==> config.mk <==
export PLATFORM = sky130hd
export DESIGN_NAME = multdiv
export DESIGN_NICKNAME = d
export VERILOG_FILES = /design/src/rtl/multdiv.sv
export SDC_FILE = /design/constraint.sdc
export NUM_CORES = 1
export LEC_CHECK = 0
export ABC_AREA = 1
export BUFFER_PORTS_ARGS = -buffer_cell sky130_fd_sc_hd__buf_4
export CAP_MARGIN = 10
export CORE_ASPECT_RATIO = 1.2
export CORE_UTILIZATION = 35
export DETAILED_ROUTE_END_ITERATION = 7
export PLACE_DENSITY_LB_ADDON = 0.08
export SLEW_MARGIN = 20
export SYNTH_ARGS = -nofsm -noshare
export SYNTH_HDL_FRONTEND = slang
export SYNTH_SLANG_ARGS = --single-unit
==> constraint.sdc <==
create_clock -name clock -period 3.4 [get_ports clock]
set_clock_uncertainty 0.05 [all_clocks]
set_input_delay 0 -clock clock [delete_from_list [all_inputs] [get_ports clock]]
set_output_delay 0 -clock clock [all_outputs]
set_load 0.01 [all_outputs]
==> src/rtl/multdiv.sv <==
// Iterative signed 32-bit multiply (radix-4 Booth, 16 steps) / divide (non-restoring, 32 steps)
// unit for the execute stage; answers each accepted start with a one-cycle ready strobe.
module multdiv (
  input  logic        clock,
  input  logic        reset,
  input  logic [31:0] data_operandA,
  input  logic [31:0] data_operandB,
  input  logic        ctrl_MULT,
  input  logic        ctrl_DIV,
  output logic [31:0] data_result,
  output logic        data_exception,
  output logic        data_resultRDY
);

  typedef enum logic [1:0] {IDLE, MUL, DIV, DONE} state_t;

  state_t state, stateNext;
  logic [5:0] count;
  logic start;

  logic [31:0] mcand;
  logic [33:0] acc;
  logic [31:0] mq;
  logic prevBit;

  logic [31:0] dvsr;
  logic [33:0] rem;
  logic [31:0] quo;
  logic negQuo, divZero, divOvf;

  logic [31:0] absA, absB;
  logic [33:0] mcExt, boothAdd, boothSum;
  logic [33:0] remShift, remNext;
  logic [63:0] product;
  logic [31:0] divResult;

  assign start = ctrl_MULT | ctrl_DIV;
  assign absA = data_operandA[31] ? -data_operandA : data_operandA;
  assign absB = data_operandB[31] ? -data_operandB : data_operandB;

  always_ff @(posedge clock) begin
    if (reset) state <= IDLE;
    else       state <= stateNext;
  end

  // A new start wins in every state, with multiply taking priority over divide.
  always_comb begin
    stateNext = state;
    if (ctrl_MULT) stateNext = MUL;
    else if (ctrl_DIV) stateNext = DIV;
    else begin
      case (state)
        IDLE:    stateNext = IDLE;
        MUL:     if (count == 6'd16) stateNext = DONE;
        DIV:     if (count == 6'd32) stateNext = DONE;
        DONE:    stateNext = IDLE;
        default: stateNext = IDLE;
      endcase
    end
  end

  always_comb begin
    data_resultRDY = (state == DONE);
  end

  // Booth digit from {mq[1:0], prevBit} selects 0, +-M or +-2M.
  always_comb begin
    mcExt = {{2{mcand[31]}}, mcand};
    case ({mq[1:0], prevBit})
      3'b001, 3'b010: boothAdd = mcExt;
      3'b011:         boothAdd = mcExt << 1;
      3'b100:         boothAdd = -(mcExt << 1);
      3'b101, 3'b110: boothAdd = -mcExt;
      default:        boothAdd = 34'd0;
    endcase
    boothSum = acc + boothAdd;
  end

  always_comb begin
    remShift = {rem[32:0], quo[31]};
    remNext  = rem[33] ? remShift + {2'b00, dvsr} : remShift - {2'b00, dvsr};
  end

  assign product   = {acc[31:0], mq};
  assign divResult = negQuo ? -quo : quo;

  always_ff @(posedge clock) begin
    if (reset) begin
      count   <= 6'd0;
      mcand   <= 32'd0;
      acc     <= 34'd0;
      mq      <= 32'd0;
      prevBit <= 1'b0;
      dvsr    <= 32'd0;
      rem     <= 34'd0;
      quo     <= 32'd0;
      negQuo  <= 1'b0;
      divZero <= 1'b0;
      divOvf  <= 1'b0;
    end else if (start) begin
      count   <= 6'd0;
      mcand   <= data_operandA;
      acc     <= 34'd0;
      mq      <= data_operandB;
      prevBit <= 1'b0;
      dvsr    <= absB;
      rem     <= 34'd0;
      quo     <= absA;
      negQuo  <= data_operandA[31] ^ data_operandB[31];
      divZero <= (data_operandB == 32'd0);
      divOvf  <= (data_operandA == 32'h8000_0000) && (data_operandB == 32'hFFFF_FFFF);
    end else if (state == MUL && count != 6'd16) begin
      count   <= count + 6'd1;
      acc     <= {{2{boothSum[33]}}, boothSum[33:2]};
      mq      <= {boothSum[1:0], mq[31:2]};
      prevBit <= mq[1];
    end else if (state == DIV && count != 6'd32) begin
      count <= count + 6'd1;
      rem   <= remNext;
      quo   <= {quo[30:0], ~remNext[33]};
    end
  end

  // Outputs only change on the edge that enters DONE, so they hold between strobes.
  always_ff @(posedge clock) begin
    if (reset) begin
      data_result    <= 32'd0;
      data_exception <= 1'b0;
    end else if (stateNext == DONE) begin
      if (state == MUL) begin
        data_result    <= product[31:0];
        data_exception <= !((&product[63:31]) || !(|product[63:31]));
      end else if (divZero) begin
        data_result    <= 32'd0;
        data_exception <= 1'b1;
      end else if (divOvf) begin
        data_result    <= 32'h8000_0000;
        data_exception <= 1'b1;
      end else begin
        data_result    <= divResult;
        data_exception <= 1'b0;
      end
    end
  end

endmodule

# Word-level counts from Yosys, hierarchy flattened
# Index checks and enable logic that the tools add are counted.
[word_totals]
reg_bits = 239
wordCells = 86
output_inout_bits = 34
[op_classes]
reduce_logical = 19
n_bitwise = 4
n_addsub = 9
n_mux = 23
n_eq_ne = 17
[op_table]
columns = ["operator", "count"]
rows = [
  ["32-bit two-way mux", 11],
  ["34-bit case mux with 4 select lines", 1],
  ["32-bit negator", 3],
  ["34-bit negator", 2],
  ["32-bit equality test (second input constant)", 2],
  ["34-bit by 32-bit adder with 34-bit output", 1],
  ["34-bit adder", 1],
  ["34-bit two-way mux", 1],
  ["34-bit by 32-bit subtractor with 34-bit output", 1],
  ["33-bit AND reduction", 1],
  ["33-bit OR reduction", 1],
  ["32-bit logical NOT", 1],
  ["6-bit two-way mux", 2],
  ["3-bit equality test (second input constant)", 3],
  ["2-bit two-way mux", 4],
  ["2-bit OR reduction", 4],
  ["6-bit by 1-bit adder with 6-bit output (second input constant)", 1],
  ["2-bit equality test (second input constant)", 3],
  ["3-bit by 2-bit equality test with 1-bit output (second input constant)", 2],
  ["6-bit by 5-bit equality test with 1-bit output (second input constant)", 1],
  ["6-bit equality test (second input constant)", 1],
  ["6-bit by 5-bit inequality test with 1-bit output (second input constant)", 1],
  ["6-bit inequality test (second input constant)", 1],
  ["2-bit case mux with 3 select lines", 1],
  ["13 further kinds", 22],
]

# Longest topological paths before layout
[logic_depth]
word_depth = 6
mapped_depth = 26
ltp_nobuf = 26

# Worst setup path before layout
# Ideal clock, no wire load.
[synth_path]
path_kind = "reg2reg"
from = "register mcand[0]"
to = "register acc[29]"
setup_ps = 115
setup_slack_ps = 465
required_time_ps = 3235
period_less_slack_ps = 2935
stages_incl_launch_ff = 21
arrival_ps = 2769
cell_sequence = "dfxtp_1 -> inv_1 -> ha_1 -> nand3_1 -> nor2_2 -> nand2_1 -> nor2_1 -> nand3_1 -> nand3_1 -> o2111ai_1 -> ha_1 -> a21o_1 -> nor2_1 -> a21boi_0 -> nor2_1 -> nor2_1 -> nand2_1 -> nand2_1 -> nand2_1 -> o21ai_0 -> inv_1"
[synth_between]
elab_chain_len = 3
[synth_rtl]
columns = ["item", "line", "rtl"]
rows = [
  ["from (decl)", "21", "logic [31:0] mcand;"],
  ["from (signal assigned)", "102", "mcand <= data_operandA;"],
  ["34-bit negator (on tied branches)", "73, 72", ""],
  ["34-bit case mux with 4 select lines (*)", "69", "case ({mq[1:0], prevBit})"],
  ["34-bit adder (*)", "76", "boothSum = acc + boothAdd;"],
  ["to (signal assigned)", "114", "acc <= {{2{boothSum[33]}}, boothSum[33:2]};"],
  ["to (decl)", "22", "logic [33:0] acc;"],
]
# Mark *: on every way between the ends. The rest lies on a longest branch, timed or not.
# A chain may end at the register's enable or synchronous reset.

# Worst setup path in the final report
# Ends and elaborated chain as after synthesis.

==> impl_metrics.prom <==
# TYPE chip_impl_metric gauge
chip_impl_info{name="setup.worst_path.class",value="register to register"} 1
chip_impl_info{name="critical-path-slowest-cell",value="ha_1"} 1
chip_impl_metric{name="tightestPinTransition",unit="ps"} 812.8
chip_impl_metric{name="seq_area",unit="um^2"} 4792
chip_impl_metric{name="synth_edf_count",unit=""} 0
chip_impl_metric{name="layout_worst_path_cycle_share",unit="%"} 96.77
chip_impl_metric{name="cts_max_path_buffers",unit=""} 3
chip_impl_info{name="yosysMostFrequentCell",value="nand2_1"} 1
chip_impl_metric{name="synth_cells",unit=""} 2960
chip_impl_metric{name="grt_use_met3",unit="%"} 2.719
chip_impl_info{name="synth_commonest_cells",value="nand2_1 (540), nor2_1 (389), inv_1 (371)"} 1
chip_impl_metric{name="via_per_inst",unit=""} 5.319
chip_impl_info{name="cts_tree",value="done"} 1
chip_impl_metric{name="power.share.combinational",unit="%"} 26.2
chip_impl_metric{name="floorplan.rows",unit=""} 91
chip_impl_metric{name="cts.sink_count",unit=""} 239
chip_impl_metric{name="p_leak",unit="nW"} 10.83
chip_impl_metric{name="final.setup.worst_slack",unit="ps"} 109.8
chip_impl_metric{name="synth_warnings",unit=""} 0
chip_impl_metric{name="port_buffers",unit=""} 101
chip_impl_metric{name="worstPathRequired",unit="ps"} 3830
chip_impl_metric{name="clkSlewWorstSetupHoldPaths",unit="ps"} 70
chip_impl_metric{name="worst_path_largest_cell_delay",unit="ps"} 380
chip_impl_metric{name="instances_no_fill",unit=""} 3976
chip_impl_metric{name="max-cap-violations",unit=""} 0
chip_impl_metric{name="clock_latency_on_the_worst_skew_pair",unit="ps"} 610
chip_impl_metric{name="grt_overflow_total",unit=""} 0
chip_impl_info{name="type_of_the_most_critical_hold_path",value="input port to register"} 1
chip_impl_metric{name="yosysSeqAreaShare",unit="%"} 25.86
chip_impl_metric{name="syn-cell-area",unit="um^2"} 18500
chip_impl_metric{name="drt_wl_total",unit="mm"} 74.33
chip_impl_metric{name="htree_levels",unit=""} 1
chip_impl_metric{name="reported_net_switching_power",unit="W"} 0.003069
chip_impl_info{name="top_ff_cell_synth",value="dfxtp_1"} 1
chip_impl_metric{name="layout-drive-gt1-share",unit="%"} 16.78
chip_impl_metric{name="synthesized_netlist_net_count",unit=""} 3104
chip_impl_metric{name="total_of_flip_flops_plus_latches_after_synthesis",unit=""} 239
chip_impl_metric{name="detail_route.drc_violations",unit=""} 0
chip_impl_metric{name="maxClockFrequency",unit="MHz"} 303.9
chip_impl_metric{name="period_minus_slack",unit="ps"} 3290
chip_impl_metric{name="core_area",unit="um^2"} 51810
chip_impl_metric{name="area_delta_synth_final",unit="%"} 29.94
chip_impl_metric{name="num-nets-final",unit=""} 3398
chip_impl_metric{name="final-max-slew-violation-count",unit=""} 0
chip_impl_info{name="grt_setup_unrepaired",value="true"} 1
chip_impl_metric{name="drt_iter0_drc",unit=""} 1327
chip_impl_info{name="worst_setup_path_start_kind",value="register"} 1
chip_impl_metric{name="die_width",unit="um"} 211.9
chip_impl_metric{name="power.density",unit="nW/um^2"} 375.9
chip_impl_metric{name="finalWeightedCongestion",unit=""} 0.9740
chip_impl_metric{name="postSynth.asyncResetShare",unit="%"} 0
chip_impl_metric{name="setup-violations-final",unit=""} 0
chip_impl_metric{name="floorplan.die_area",unit="um^2"} 53780
chip_impl_metric{name="final_layout_fill_cell_count",unit=""} 5359
chip_impl_metric{name="antenna_violations_before_repair",unit=""} 1
chip_impl_metric{name="yosysUniqueCellTypes",unit=""} 58
chip_impl_metric{name="synthesis.area_per_instance",unit="um^2"} 6.250
chip_impl_metric{name="power_frac_clock",unit="%"} 39.4
chip_impl_metric{name="max-vdd-ir-drop",unit="mV"} 0.4204
chip_impl_info{name="post-synth-top-area-cell",value="dfxtp_1"} 1
chip_impl_metric{name="routedWlPerCell",unit="um"} 18.69
chip_impl_info{name="worstPathCellList",value="inv_2, ha_4, nand2_1, nor2_2, buf_4, nand4_1, xor2_1, inv_1, a21oi_2, o21ai_1, ha_1, nand2_2, nor2_4, inv_1, nor3_1, nand2_1, nand2_2, nand3_1, nand2_1, buf_4, nor2_1, o21ai_1, inv_1"} 1
chip_impl_metric{name="grt_start_max_net_pins",unit=""} 157
chip_impl_metric{name="dpl_worst_slack",unit="ps"} -83.43
chip_impl_info{name="clk_root_buffer_cell",value="clkbuf_16"} 1
chip_impl_info{name="status",value="finished, final reports clean"} 1
chip_impl_info{name="netlist_top_cells_area",value="dfxtp_1 (26%), nand2_1 (11%), nor2_1 (7.9%), inv_1 (7.5%), a21oi_1 (7.3%)"} 1
chip_impl_metric{name="cts-buffers-inserted",unit=""} 30
chip_impl_metric{name="grt_use_met1",unit="%"} 34.85
chip_impl_metric{name="power_switching_share",unit="%"} 33.96
chip_impl_metric{name="multi_input_area",unit="um^2"} 12590
chip_impl_metric{name="design.portCount",unit=""} 102
chip_impl_metric{name="die_height",unit="um"} 253.8
chip_impl_metric{name="initial_utilization",unit="%"} 35.71
chip_impl_info{name="critical_path.endpoint_type",value="register"} 1
chip_impl_metric{name="drtAntennaViolNets",unit=""} 0
chip_impl_metric{name="global_route.usage.total",unit="%"} 26.78
chip_impl_metric{name="final_hold_viol_count",unit=""} 0
chip_impl_metric{name="placedCellCount",unit=""} 3756
chip_impl_info{name="grt-busiest-layer",value="met2"} 1
chip_impl_metric{name="yosysTopAreaCellShare",unit="%"} 25.86
chip_impl_metric{name="global_route.usage.met2",unit="%"} 45.80
chip_impl_metric{name="cp.arrival",unit="ps"} 3720
chip_impl_metric{name="largest_fanout_of_any_net_on_the_critical_path",unit=""} 4
chip_impl_metric{name="dpl.hpwl",unit="mm"} 56.14
chip_impl_metric{name="seq_power_share",unit="%"} 34.4
chip_impl_metric{name="via_count",unit=""} 21150
chip_impl_metric{name="grt_pass1_wl",unit="mm"} 113.1
chip_impl_metric{name="firstDrtPassIters",unit=""} 5
chip_impl_metric{name="cellInternalPower",unit="W"} 0.005967
chip_impl_metric{name="maxSlewHeadroom",unit="%"} 45.73
chip_impl_metric{name="first_global_vias",unit=""} 20270
## state kept, by name, summed over array words and instances (netlist names), 2 cells and up
name         flops
rem             34
acc             32
data_result     32
dvsr            32
mcand           32
mq              32
quo             32
count            6
state            2
## critical path, delay by kind of cell, from the launching register on
family / cells / cell delay (ps)
flops: 1 / 320
xor+xnor: 1 / 200
buf+inv: 6 / 480
simple gates: 11 / 1220
fa+ha+maj: 2 / 540
compound gates: 3 / 340
## area by class of cell
type / count / share of cell area, %
flip-flops and latches: 239 / 19.94
well taps: 697 / 3.628
multi-input cells: 2216 / 52.39
inverters: 394 / 6.184
clock buffers: 41 / 3.545
repair buffers: 372 / 13.28
repair inverters: 1 / 0.03123
clock inverters: 15 / 0.9890
diodes: 1 / 0.01041
## placed cells by master, fill, tap and decap left out, types with 36 or more instances in the layout
master	synthesis	layout
nand2_1	540	514
nor2_1	389	358
a21oi_2	2	36
a31oi_1	48	48
inv_1	371	362
dfxtp_1	239	235
nor3_1	53	44
ha_1	74	56
nand3_1	209	199
nand4_1	45	45
buf_4	1	233
o21ai_0	192	167
xor2_1	72	68
dlygate4sd3_1	0	132
o21ai_1	46	68
a21oi_1	269	234
## stage by stage
stage / TNS, ps / hold slack, ps / instance area, um^2 / utilization (%) / power (W)
2_1_floorplan: 0 / 49.04 / 18500 / - / 0.004413
6_report: 0 / 185.6 / 24040 / 46.40 / 0.009035
3_5_place_dp: -319.6 / 164.9 / 20530 / 39.64 / 0.005194
5_1_grt: -1175 / 229.1 / 24030 / 46.39 / 0.009449
3_3_place_gp: -150.7 / 166.0 / 20530 / 39.64 / 0.005190
4_1_cts: 0 / 162.2 / 22980 / 44.36 / 0.008908
## kinds of logic after synthesis
| family | Yosys count | synth area share (%) |
|---|---|---|
| adders and majority gates | 76 | 5.222 |
| DFF | 239 | 25.86 |
| xor gates and xnor gates | 88 | 4.166 |
| AOI/OAI and AO/OA | 709 | 21.76 |
| buffers and inverters | 505 | 10.64 |
| and+or+nand+nor | 1343 | 32.35 |
## path summary, 6_finish.rpt
kind	startpoint	end	slack (ps)	cells past startpoint
hold reg to reg	mq[15]	mq[15]	430	2
hold / removal	data_operandA[18]	mcand[18]	190	4
setup / recovery	mcand[0]	acc[29]	110	23
setup reg to reg	mcand[0]	acc[29]	110	23
## timing repair
| item | CTS | global route |
|---|---|---|
| setup buffers | 0 | 30 |
| cloned | 0 | 1 |
| hold endpoints to repair | 133 | 0 |
| gates resized for setup | 7 | 209 |
| setup endpoints to repair | 12 | 43 |
| pin swaps | 0 | 78 |
| hold buffers | 132 | 0 |
## per-layer routing
metal  wire [um]  share of wire (%)
met1       32970                 44
met5           0                  0
met3        3548                4.8
met4        2275                3.1
met2       35530                 48
## power groups by stage
stage,Sequential (W),Clock (W),Combinational [W]
floorplan,0.00310,0,0.00131
global placement,0.00316,0,0.00203
detailed placement,0.00316,0,0.00204
CTS,0.00310,0.00363,0.00218
global route,0.00312,0.00374,0.00259
finish,0.00311,0.00356,0.00237
No activity file was read; power rests on OpenSTA's default activity.
